**src/rtl/fetch_unit.sv**
```systemverilog
// Instruction fetch front end: one-cycle memory fetch, DEPTH-entry prefetch queue and
// valid/ready issue port that delivers an Ldl opcode together with its literal word.
module fetch_unit #(
    parameter int          DEPTH    = 4,
    parameter logic [15:0] RESET_PC = 16'h0000
) (
    input  logic        clk,
    input  logic        rst_n,
    output logic [15:0] i_addr,
    input  logic [15:0] i_bus,
    input  logic        redirect,
    input  logic [15:0] redirect_addr,
    output logic        out_valid,
    input  logic        out_ready,
    output logic [15:0] out_instr,
    output logic [15:0] out_lit,
    output logic        out_has_lit,
    output logic [15:0] out_pc
);

    localparam int AW = (DEPTH > 1) ? $clog2(DEPTH) : 1;
    localparam int CW = $clog2(DEPTH + 1);
    localparam logic [AW:0] DEPTH_A = (AW+1)'(DEPTH);
    localparam logic [CW:0] DEPTH_C = (CW+1)'(DEPTH);

    function automatic logic is_ldl(input logic [15:0] w);
        return (w[15:8] == 8'hFF) && (w[7:4] == 4'h1);
    endfunction

    // Circular-pointer advance by 0..2; one subtraction suffices since p+n < 2*DEPTH.
    function automatic logic [AW-1:0] ptr_add(input logic [AW-1:0] p, input logic [1:0] n);
        logic [AW:0] s;
        s = {1'b0, p} + (AW+1)'(n);
        if (s >= DEPTH_A) s = s - DEPTH_A;
        return s[AW-1:0];
    endfunction

    logic [15:0]   pc_q, pc_d;
    logic          inflight_q, inflight_d;
    logic [15:0]   inflight_pc_q, inflight_pc_d;
    logic [CW-1:0] count_q, count_d;
    logic [AW-1:0] rd_q, rd_d;
    logic [AW-1:0] wr_q, wr_d;
    logic [15:0]   word_q [DEPTH];
    logic [15:0]   wpc_q  [DEPTH];

    logic [15:0]   head_word;
    logic [15:0]   head_pc;
    logic [15:0]   lit_word;
    logic          head_ldl;
    logic          valid;
    logic [1:0]    pop_n;
    logic [CW-1:0] cnt_after_pop;
    logic [CW:0]   occ;
    logic          fetch_en;

    assign head_word = word_q[rd_q];
    assign head_pc   = wpc_q[rd_q];
    assign lit_word  = word_q[ptr_add(rd_q, 2'd1)];
    assign head_ldl  = is_ldl(head_word);

    // An Ldl head is only issuable once its literal sits behind it.
    assign valid = ((count_q != '0) && !head_ldl) || (count_q >= CW'(2));
    assign pop_n = (valid && out_ready) ? (head_ldl ? 2'd2 : 2'd1) : 2'd0;

    // Occupancy after this edge's pop and capture; the word requested now lands next edge.
    assign cnt_after_pop = count_q - CW'(pop_n);
    assign occ           = {1'b0, cnt_after_pop} + (CW+1)'(inflight_q);
    assign fetch_en      = occ < DEPTH_C;

    always_comb begin
        pc_d          = pc_q;
        inflight_d    = inflight_q;
        inflight_pc_d = inflight_pc_q;
        count_d       = count_q;
        rd_d          = rd_q;
        wr_d          = wr_q;
        if (redirect) begin
            pc_d       = redirect_addr;
            inflight_d = 1'b0;
            count_d    = '0;
            rd_d       = '0;
            wr_d       = '0;
        end else begin
            rd_d    = ptr_add(rd_q, pop_n);
            wr_d    = inflight_q ? ptr_add(wr_q, 2'd1) : wr_q;
            count_d = occ[CW-1:0];
            if (fetch_en) begin
                inflight_d    = 1'b1;
                inflight_pc_d = pc_q;
                pc_d          = pc_q + 16'd1;
            end else begin
                inflight_d = 1'b0;
            end
        end
    end

    always_ff @(posedge clk or negedge rst_n) begin
        if (!rst_n) begin
            pc_q          <= RESET_PC;
            inflight_q    <= 1'b0;
            inflight_pc_q <= '0;
            count_q       <= '0;
            rd_q          <= '0;
            wr_q          <= '0;
        end else begin
            pc_q          <= pc_d;
            inflight_q    <= inflight_d;
            inflight_pc_q <= inflight_pc_d;
            count_q       <= count_d;
            rd_q          <= rd_d;
            wr_q          <= wr_d;
        end
    end

    // Queue storage carries no reset; outputs are masked by valid instead.
    always_ff @(posedge clk) begin
        if (inflight_q && !redirect) begin
            word_q[wr_q] <= i_bus;
            wpc_q[wr_q]  <= inflight_pc_q;
        end
    end

    assign i_addr      = pc_q;
    assign out_valid   = valid;
    assign out_instr   = valid ? head_word : '0;
    assign out_pc      = valid ? head_pc : '0;
    assign out_has_lit = valid && head_ldl;
    assign out_lit     = (valid && head_ldl) ? lit_word : '0;

endmodule

```
**config.mk**
```make
export PLATFORM = sky130hd
export DESIGN_NAME = fetch_unit
export DESIGN_NICKNAME = d
export VERILOG_FILES = /design/src/rtl/fetch_unit.sv
export SDC_FILE = /design/constraint.sdc
export NUM_CORES = 1
export LEC_CHECK = 0
export ABC_AREA = 1
export CAP_MARGIN = 20
export CORE_ASPECT_RATIO = 0.7
export CORE_UTILIZATION = 50
export CTS_CLUSTER_SIZE = 28
export DETAILED_ROUTE_END_ITERATION = 16
export PLACE_DENSITY = 0.74
export RECOVER_POWER = 100
export SLEW_MARGIN = 5
export SYNTH_ARGS = -nofsm -noshare
export SYNTH_HDL_FRONTEND = slang
export SYNTH_SLANG_ARGS = --single-unit
```
**constraint.sdc**
```tcl
create_clock -name clk -period 3.2 [get_ports clk]
set_input_delay 0.48 -clock clk [delete_from_list [all_inputs] [get_ports clk]]
set_output_delay 0.48 -clock clk [all_outputs]
set_load 0.01 [all_outputs]
```
==> flow_summary.toml <==
[run_status]
status = "finished, violations left"
violations = "capacitance limit, slew limit, setup timing"

[floorplan]
die_area_mm2 = 0.0154
ios = 102
die_h_um = 104
initial_core_util_pct = 52.4
row_count = 36
core_mm2 = 0.0142
die_width_um = 148

[clocking]
cts_tree = "done"
cts_made_buffers = 17
clk_latency_ns = 0.42
clk_pin_slew_ns = 0.07
hold_buffers = 0
clock_path_buffers = 2
clock_sinks = 168
h-tree-depth = 4
cts_root_buf = "clkbuf_16"

[drt]
postRouteAntennaNets = 0
wl_mm = 21.0
num_vias = 6139
drt_pre_antenna_iters = 6
viasPerCell = 5.81
drc = 0
wl_per_cell_um = 19.9
first_iter_violations = 640

[global_routing]
grt_use_total_pct = 27.7
grt_max_degree = 41
grt_pass1_wl_mm = 32.1
grt_overflow = 0
grt_pass1_vias = 6037
antenna_found_initial = 0

[min_path]
hold_start = "inflight_pc_q[14]"
hold_path_class = "flop to flop"
min_to = "wpc_q[2][14]"
holdPathStages = 0

[power]
p_per_area_mw_per_mm2 = 921
p_leak_nw = 4.22
ir_drop_v = 0.000455

[worst_setup_path]
timing.rr.start = "rd_q[0]"
reg2reg_to = "i_addr[2]"
crit_chain = "buf_4 > inv_8 > o211ai_1 > nand2_1 > nand2_2 > nor2_4 > nand2_2 > nand2_2 > nand2_2 > nand3_2 > inv_2 > ha_4 > inv_2 > fa_1 > xor2_1 > nor2_4 > nand2_2 > nand2_4 > nor2_4 > buf_6 > nand2_1 > o311ai_4"
crit_slowest_cell = "dfrtp_2"
cp.required_ns = 3.52
setup.worst_path.class = "flop to flop"
path_common_cell = "nand2_2"
crit_arrival_ns = 3.88
path_max_fanout = 16
worst_setup_path_start_kind = "flop"
end_kind = "flop"
reg2reg_depth = 22
cp_slowest_stage_delay_ns = 0.44
rrSetupSlack_ns = -0.36

[cells_and_area]
finish.utilization_pct = 71.9
nets = 899
n_antenna_cell = 0
drive_above_1_share_pct = 27.1
stdcell_count = 1056
area_growth_pct = 37.2

[synthesis]
synth_compound_area_share_pct = 12.4
synth_adder_area_share_pct = 1.78
syn_inst = 662
synth_top_family_by_area = "simple AND/OR/NAND/NOR gates"
ys_ff_latch = 168
syn-num-nets = 708
netlist_area_mm2 = 0.00745
synth_mux_area_share_pct = 0
ys_seq_area_share_pct = 65.0
yosysUniqueCellTypes = 37
synth.avg_cell_area_um2 = 11.3
synthSimpleGateAreaFrac_pct = 13.8
synth_xor_area_share_pct = 1.18
synth_warnings = 0

[timing]
finalHoldViolations = 0
grt_setup_unrepaired = "yes"
timing.hold.ws_ns = 0.529
maxSlewHeadroom_pct = -47.5
finalCriticalPeriod_ns = 3.56
setup_viol = 51
fin_crit_sh_pct = 111
worst_slack_ns = -0.359
tns_ns = -11.12
skew_ns = 0.0103
slew_viol_final = 41
tightest_slew_ns = 2.21
max_freq_mhz = 281

[place]
placed_cells = 976
io_buffers = 101
gp_congestion = 0.906
hpwl_mm = 12.3
pre_cts_ws_ns = -0.396

[job]
drv_cap = 2
[worst max-delay path, delay by kind of cell, from the launching register on]
| kind | cells | cell delay [ns] |
|---|---|---|
| adders and majority gates | 2 | 0.55 |
| and+or+nand+nor | 12 | 1.21 |
| AOI/OAI and AO/OA | 2 | 0.41 |
| buffers and inverters | 5 | 0.50 |
| DFF | 1 | 0.44 |
| xor gates and xnor gates | 1 | 0.35 |
[cell type report]
cell class / count / area (µm²)
clock buffer: 17 / 425
clock inverter: 15 / 174
fill: 926 / 4010
inverter: 56 / 246
multi-input combinational: 406 / 2470
sequential: 168 / 4850
tap: 190 / 238
timing repair buffer: 202 / 1810
timing repair inverter: 2 / 17.5
[flip-flops by register name, indices dropped and copies added, names as in the netlist]
signal,count
wr_q,2
wpc_q,64
inflight_q,1
i_addr,16
inflight_pc_q,16
word_q,64
count_q,3
rd_q,2
[cell usage after synthesis (all sizes together)]
cell / n / area (µm²)
o22ai: 10 / 62.6
buf: 28 / 195
nand2: 155 / 592
edfxtp: 128 / 3840
nand4: 2 / 12.5
o211ai: 9 / 67.6
nand3: 35 / 180
ha: 9 / 113
fa: 1 / 20.0
and2: 1 / 6.26
nor3: 2 / 10.0
a31oi: 1 / 6.26
a22o: 24 / 210
a221oi: 16 / 140
o221ai: 9 / 78.8
o311ai: 1 / 8.76
inv: 56 / 215
dfrtp: 40 / 1000
xor2: 9 / 78.8
clkbuf: 5 / 18.8
a211oi: 4 / 30.0
nor2: 59 / 231
xnor2: 1 / 8.76
a22oi: 12 / 90.1
a21oi: 18 / 97.6
o21ai: 27 / 135
[cell usage in the layout (no fill, tap or decap), types with 24 or more instances in the layout]
cell,instances
clkbuf_2,25
nand2_1,124
edfxtp_1,128
dlygate4sd3_1,32
dfrtp_1,39
inv_1,45
nor2_1,48
buf_4,74
nand2_2,26
a22o_1,24
nand3_1,30
[metal layers]
layer	GRT usage, %	routed length (µm)
met1	37.8	8830
met2	43.7	9940
met3	5.53	1660
met4	11.3	575
met5	0	0
[cells by family after synthesis]
kind of cell    after synthesis
compound gates              131
xor+xnor                     10
flops                       168
fa+ha+maj                    10
simple gates                254
buf+inv                      89
[report_power, final]
| group | internal (mW) | switching [mW] | total, mW |
|---|---|---|---|
| Combinational | 1.86 | 2.22 | 4.08 |
| Sequential | 2.87 | 0.381 | 3.25 |
| Clock | 1.23 | 0.850 | 2.08 |
[worst max-delay path by stage]
stage / slack, ns / to / start / cells past startpoint
after floorplan: 0.002 / inflight_pc_q[15] / rd_q[0] / 26
after CTS: -0.16 / i_addr[11] / rd_q[0] / 24
after detailed placement: -0.40 / i_addr[2] / rd_q[0] / 22
after global placement: -0.16 / i_addr[2] / rd_q[0] / 22
final: -0.36 / i_addr[2] / rd_q[0] / 22
after global routing: -0.51 / inflight_pc_q[13] / rd_q[0] / 24
[through the flow]
stage                     power (mW)  area [µm²]
after floorplan                 4.96        7480
after global placement          6.33        8950
after detailed placement        6.43        8950
after CTS                       9.01       10100
after global routing            9.86       10200
final                           9.42       10200
[what timing repair did]
item,4_1_cts,5_1_grt
hold endpoints to repair,0,0
endpoints found under the setup margin,82,80
buffers inserted,33,8
gates resized for setup,150,85
cloned,5,4
pin swaps,19,17
No activity file was read; power rests on OpenSTA's default activity.
